==> src/rtl/interval_timer_arbiter_if.sv <==
`default_nettype none
// ============================================================================
// Module   : interval_timer_arbiter_if
// Brief    : Request/grant bundle between requesters and the shared timer.
// Revision : 1.0 - initial release
// ============================================================================
interface interval_timer_arbiter_if #(
   parameter int NREQ = 4,
   parameter int CW   = 8
);
   logic [NREQ-1:0]    req;
   logic [NREQ*CW-1:0] len;
   logic [NREQ-1:0]    grant;
   logic [CW-1:0]      count;
   logic [NREQ-1:0]    done;
   logic               busy;

   modport master (output req, len, input grant, count, done, busy);
   modport slave  (input req, len, output grant, count, done, busy);
endinterface
`default_nettype wire

==> src/rtl/interval_timer_arbiter.sv <==
`default_nettype none
// ============================================================================
// Module   : interval_timer_arbiter
// Brief    : Round-robin time-sharing of one down-counting interval timer.
// Revision : 1.0 - initial release
// ============================================================================
module interval_timer_arbiter #(
   parameter int NREQ = 4,
   parameter int CW   = 8
) (
   input  logic                      clk,
   input  logic                      rst,
   interval_timer_arbiter_if.slave   bus
);

   localparam int c_PW = (NREQ > 1) ? $clog2(NREQ) : 1;

   typedef enum logic [1:0] {
      S_IDLE  = 2'd0,
      S_COUNT = 2'd1,
      S_DONE  = 2'd2
   } state_t;

   state_t            r_state,  w_state_nxt;
   logic [c_PW-1:0]   r_ptr,    w_ptr_nxt;
   logic [c_PW-1:0]   r_owner,  w_owner_nxt;
   logic [NREQ-1:0]   r_grant,  w_grant_nxt;
   logic [NREQ-1:0]   r_done,   w_done_nxt;
   logic [CW-1:0]     r_count,  w_count_nxt;
   logic [c_PW-1:0]   w_win;
   logic [c_PW-1:0]   w_owner_inc;
   logic [CW-1:0]     w_win_len;
   logic              w_any_req;

   // Walk downward so the lowest offset from r_ptr is the last (winning) write.
   always_comb begin
      w_win = r_ptr;
      for (int i = NREQ - 1; i >= 0; i--) begin
         if (bus.req[(int'(r_ptr) + i) % NREQ]) begin
            w_win = c_PW'((int'(r_ptr) + i) % NREQ);
         end
      end
   end

   always_comb begin
      w_win_len = '0;
      for (int i = 0; i < NREQ; i++) begin
         if (c_PW'(i) == w_win) begin
            w_win_len = bus.len[i*CW +: CW];
         end
      end
   end

   assign w_any_req   = |bus.req;
   assign w_owner_inc = (r_owner == c_PW'(NREQ - 1)) ? '0 : r_owner + 1'b1;

   always_comb begin
      w_state_nxt = r_state;
      w_ptr_nxt   = r_ptr;
      w_owner_nxt = r_owner;
      w_grant_nxt = r_grant;
      w_done_nxt  = '0;
      w_count_nxt = r_count;
      case (r_state)
         S_IDLE: begin
            if (w_any_req) begin
               w_owner_nxt = w_win;
               w_grant_nxt = NREQ'(1) << w_win;
               w_count_nxt = w_win_len;
               if (w_win_len == '0) begin
                  w_done_nxt  = NREQ'(1) << w_win;
                  w_state_nxt = S_DONE;
               end else begin
                  w_state_nxt = S_COUNT;
               end
            end
         end
         S_COUNT: begin
            if (!bus.req[r_owner]) begin
               w_grant_nxt = '0;
               w_count_nxt = '0;
               w_ptr_nxt   = w_owner_inc;
               w_state_nxt = S_IDLE;
            end else if (r_count == CW'(1)) begin
               w_count_nxt = '0;
               w_done_nxt  = r_grant;
               w_state_nxt = S_DONE;
            end else if (r_count != '0) begin
               w_count_nxt = r_count - 1'b1;
            end
         end
         S_DONE: begin
            w_grant_nxt = '0;
            w_count_nxt = '0;
            w_ptr_nxt   = w_owner_inc;
            w_state_nxt = S_IDLE;
         end
         default: begin
            w_grant_nxt = '0;
            w_count_nxt = '0;
            w_state_nxt = S_IDLE;
         end
      endcase
   end

   always_ff @(posedge clk or posedge rst) begin
      if (rst) begin
         r_state <= S_IDLE;
         r_ptr   <= '0;
         r_owner <= '0;
         r_grant <= '0;
         r_done  <= '0;
         r_count <= '0;
      end else begin
         r_state <= w_state_nxt;
         r_ptr   <= w_ptr_nxt;
         r_owner <= w_owner_nxt;
         r_grant <= w_grant_nxt;
         r_done  <= w_done_nxt;
         r_count <= w_count_nxt;
      end
   end

   assign bus.grant = r_grant;
   assign bus.count = r_count;
   assign bus.done  = r_done;
   assign bus.busy  = |r_grant;

endmodule
`default_nettype wire
==> src/flat_wrapper.sv <==
// flat-port wrapper written by rule: the top's interface ports become plain ports
module interval_timer_arbiter_flat 
#(
   parameter int NREQ = 4,
   parameter int CW   = 8
)
  (clk, rst, bus_req, bus_len, bus_grant, bus_count, bus_done, bus_busy);
  interval_timer_arbiter_if #(.NREQ(NREQ), .CW(CW)) bus_i ();
  input  logic clk;
  input  logic rst;
  input wire logic [$bits(bus_i.req)-1:0] bus_req;
  input wire logic [$bits(bus_i.len)-1:0] bus_len;
  output wire logic [$bits(bus_i.grant)-1:0] bus_grant;
  output wire logic [$bits(bus_i.count)-1:0] bus_count;
  output wire logic [$bits(bus_i.done)-1:0] bus_done;
  output wire logic [$bits(bus_i.busy)-1:0] bus_busy;
  assign bus_i.req = bus_req;
  assign bus_i.len = bus_len;
  assign bus_grant = bus_i.grant;
  assign bus_count = bus_i.count;
  assign bus_done = bus_i.done;
  assign bus_busy = bus_i.busy;
  interval_timer_arbiter #(.NREQ(NREQ), .CW(CW)) u_core (.clk(clk), .rst(rst), .bus(bus_i));
endmodule
==> config.mk <==
export PLATFORM = sky130hd
export DESIGN_NAME = interval_timer_arbiter_flat
export DESIGN_NICKNAME = d
export VERILOG_FILES = /design/src/rtl/interval_timer_arbiter_if.sv /design/src/rtl/interval_timer_arbiter.sv /design/src/flat_wrapper.sv
export SDC_FILE = /design/constraint.sdc
export NUM_CORES = 1
export LEC_CHECK = 0
export ABC_CLOCK_PERIOD_IN_PS = 2100
export BUFFER_PORTS_ARGS = -buffer_cell sky130_fd_sc_hd__buf_4
export CAP_MARGIN = 20
export CORE_ASPECT_RATIO = 1.25
export CORE_MARGIN = 2
export CORE_UTILIZATION = 45
export DETAILED_ROUTE_END_ITERATION = 12
export PLACE_DENSITY = 0.79
export SYNTH_ARGS = -nofsm -noshare
export SYNTH_HDL_FRONTEND = slang
export SYNTH_SLANG_ARGS = --single-unit
==> constraint.sdc <==
create_clock -name clk -period 2.1 [get_ports clk]
set_clock_uncertainty 0.2 [all_clocks]
set_input_delay 0.315 -clock clk [delete_from_list [all_inputs] [get_ports clk]]
set_output_delay 0.315 -clock clk [all_outputs]
set_load 0.02 [all_outputs]
==> metrics.yaml <==
floorplan:
  rows: 25
  die_h_um: 73.36
  dieArea_um2: 4364
  start_util: 0.4652
  core_area_um2: 3722
  io_pins: 55
  die_width_um: 59.49
timing:
  max_slew_margin: 0.7084
  worst_pin_slew_ns: 0.4359
  setup_tns_ns: -3.528
  finalMaxSlewViolations: 0
  finalWorstSetupSlack_ns: -0.2979
  finalSetupViolations: 14
  timing.fmax_mhz: 417.0
  post-route-min-period_ns: 2.398
  fin_crit_sh: 1.142
  hold_viol_final: 0
  rsz0062_at_grt: "true"
layout:
  layout_common_cells: "buf_4 (95), nand2_1 (23), dfrtp_1 (17)"
  antenna_cells: 0
  fin_area_um2: 2825
  final_util: 0.7590
  area_growth_pct: 63.15
  fin_nets: 336
  final_common_cell: "buf_4"
  drive_above_1_share: 0.5272
grt:
  grt_first_pass_wirelength_mm: 9.080
  antenna_found_initial: 0
  track_usage: 0.2765
  grt_pass1_vias: 1989
  grt_max_degree: 23
  grt-ovfl-total: 0
setup_path:
  required_ns: 2.06
  r2r_setup_slack_ns: -0.30
  worstPathMaxFanout: 8
  cp-end-kind: "flip-flop"
  cp.arrival_ns: 2.36
  path_class: "reg -> reg"
  worst_r2r_path_depth: 8
  critPathLaunchType: "flip-flop"
yosys:
  syn_inst: 192
  ys_seq_area_frac: 0.3179
  synth_nets: 233
  synth_warnings: 0
  syn_avg_cell_area_um2: 9.019
  ys.flop_type: "dfrtp_1"
  ys_seq_elements: 22
  async_reset_ff_frac: 1.000
  ys_types: 50
  syn_area_um2: 1732
  synth_edf_count: 0
routing:
  drcViolationCount: 0
  firstDrtPassIters: 4
  wirelength_mm: 6.043
  antenna_left: 0
  wl_per_cell_um: 18.09
  drt_iter0_drc: 181
  dr_total_vias: 2015
  via_per_inst: 6.033
placement:
  postPlaceCellArea_um2: 2520
  dpl.hpwl_mm: 4.042
  port_buffers: 54
  gp_congestion: 0.8786
hold_path:
  hold_path_class: "reg -> reg"
  worstHoldPathCells: 2
cts:
  cts.clk_slew.worst_paths_ns: 0.08
  cts_sinks: 22
  cts_made_buffers: 3
  clk_latency_ns: 0.27
  clockBufferDepth: 2
  cts.root.buffer_cell: "clkbuf_8"
  cts_tree: "done"
  htreeDepth: 1
flow_run:
  cap_viol_max_count: 0
run_status:
  violations: "negative setup slack"
  status: "finished, violations left"
power_and_ir_drop:
  power_mw: 4.205
  ir_worst_vdd_uv: 709.7
  cellLeakagePower_nw: 1.383
  power_density_nw_per_um2: 1488
-- per-stage QoR --
stage                     setup slack (ns)  hold slack, ns  cells
after CTS                          -0.3188          0.3533    334
after global routing               -0.3914          0.3752    334
final                              -0.2979          0.3520    334
after floorplan                    -0.2093          0.1039    192
after global placement             -0.3908          0.1706    319
after detailed placement           -0.4392          0.1828    319
-- state kept, by name (all words and copies together), names as in the netlist --
| name | flops |
|---|---|
| u_core.bus.done | 4 |
| u_core.bus.grant | 4 |
| u_core.r_owner | 2 |
| u_core.bus.count | 8 |
| u_core.r_state | 2 |
| u_core.r_ptr | 2 |
-- worst max-delay path, stage by stage, from the launching register on --
cell and delay (ns):
dfrtp_2 0.45, nor2b_4 0.24, o21ba_4 0.20, nor3_4 0.06, buf_6 0.14, a211o_1 0.32
a22oi_2 0.23, nand4_4 0.21, a21bo_1 0.24
-- cell type report --
type / instances / area, um2
Clock inverter: 1 / 30.03
Tap cell: 40 / 50.05
Clock buffer: 3 / 41.29
Sequential cell: 22 / 556.8
Fill cell: 237 / 897.1
Inverter: 15 / 56.30
Multi-Input combinational cell: 146 / 1226
Timing Repair Buffer: 107 / 864.6
-- path summary, 6_finish.rpt --
check	endpoint	from
worst min-delay path	u_core.bus.grant[2]	u_core.bus.grant[2]
worst max register to register	u_core.r_state[0]	u_core.r_ptr[0]
max in group asynchronous	u_core.r_ptr[1]	rst
worst max-delay path	u_core.r_state[0]	u_core.r_ptr[0]
min in group asynchronous	u_core.bus.count[5]	rst
worst min register to register	u_core.bus.grant[2]	u_core.bus.grant[2]
-- power by group --
part	internal [mW]	leakage (nW)	switching, mW
clock network	0.255	0.0357	0.149
logic	1.51	1.07	1.53
registers	0.596	0.277	0.161
-- synthesized netlist by cell type, drive strengths merged, types with 4 or more instances --
cell type | number | area, um2
o22ai | 4 | 25.02
nor3 | 4 | 31.28
nand3 | 6 | 30.03
buf | 6 | 42.54
a211o | 10 | 87.58
a22oi | 4 | 50.05
nor2 | 11 | 43.80
o21ai | 12 | 60.06
nand4 | 9 | 71.32
clkbuf | 4 | 15.01
nand2 | 24 | 90.09
o31a | 8 | 70.07
dfrtp | 22 | 550.5
nor2b | 4 | 30.03
o211ai | 8 | 60.06
inv | 15 | 56.30
a22o | 4 | 35.03
-- metal layers --
| layer | GRT usage | part of all wire | up-vias |
|---|---|---|---|
| met3 | 0.02289 | 0.059 | 21 |
| met5 | 0 | 0 | - |
| li1 | - | - | 933 |
| met1 | 0.3079 | 0.36 | 965 |
| met2 | 0.5250 | 0.54 | 96 |
| met4 | 0.1086 | 0.039 | 0 |
-- logic make-up after synthesis --
| logic type | share of synthesized area |
|---|---|
| AO/OA/AOI/OAI | 0.3331 |
| XOR/XNOR | 0.01518 |
| adder cells (fa/ha/maj) | 0.02168 |
| buffers and inverters | 0.06575 |
| flip-flops | 0.3179 |
| multiplexers | 0.03251 |
| AND/OR/NAND/NOR | 0.2139 |
-- repair_timing --
| action | 4_1_cts | 5_1_grt |
|---|---|---|
| cloned | 1 | 0 |
| pin swaps | 21 | 16 |
| hold buffers | 1 | 0 |
| buffers inserted | 9 | 1 |
| resized for setup | 25 | 11 |
| hold endpoints to repair | 22 | 0 |
| setup endpoints to repair | 14 | 16 |
(Power assumes the default switching activity.)
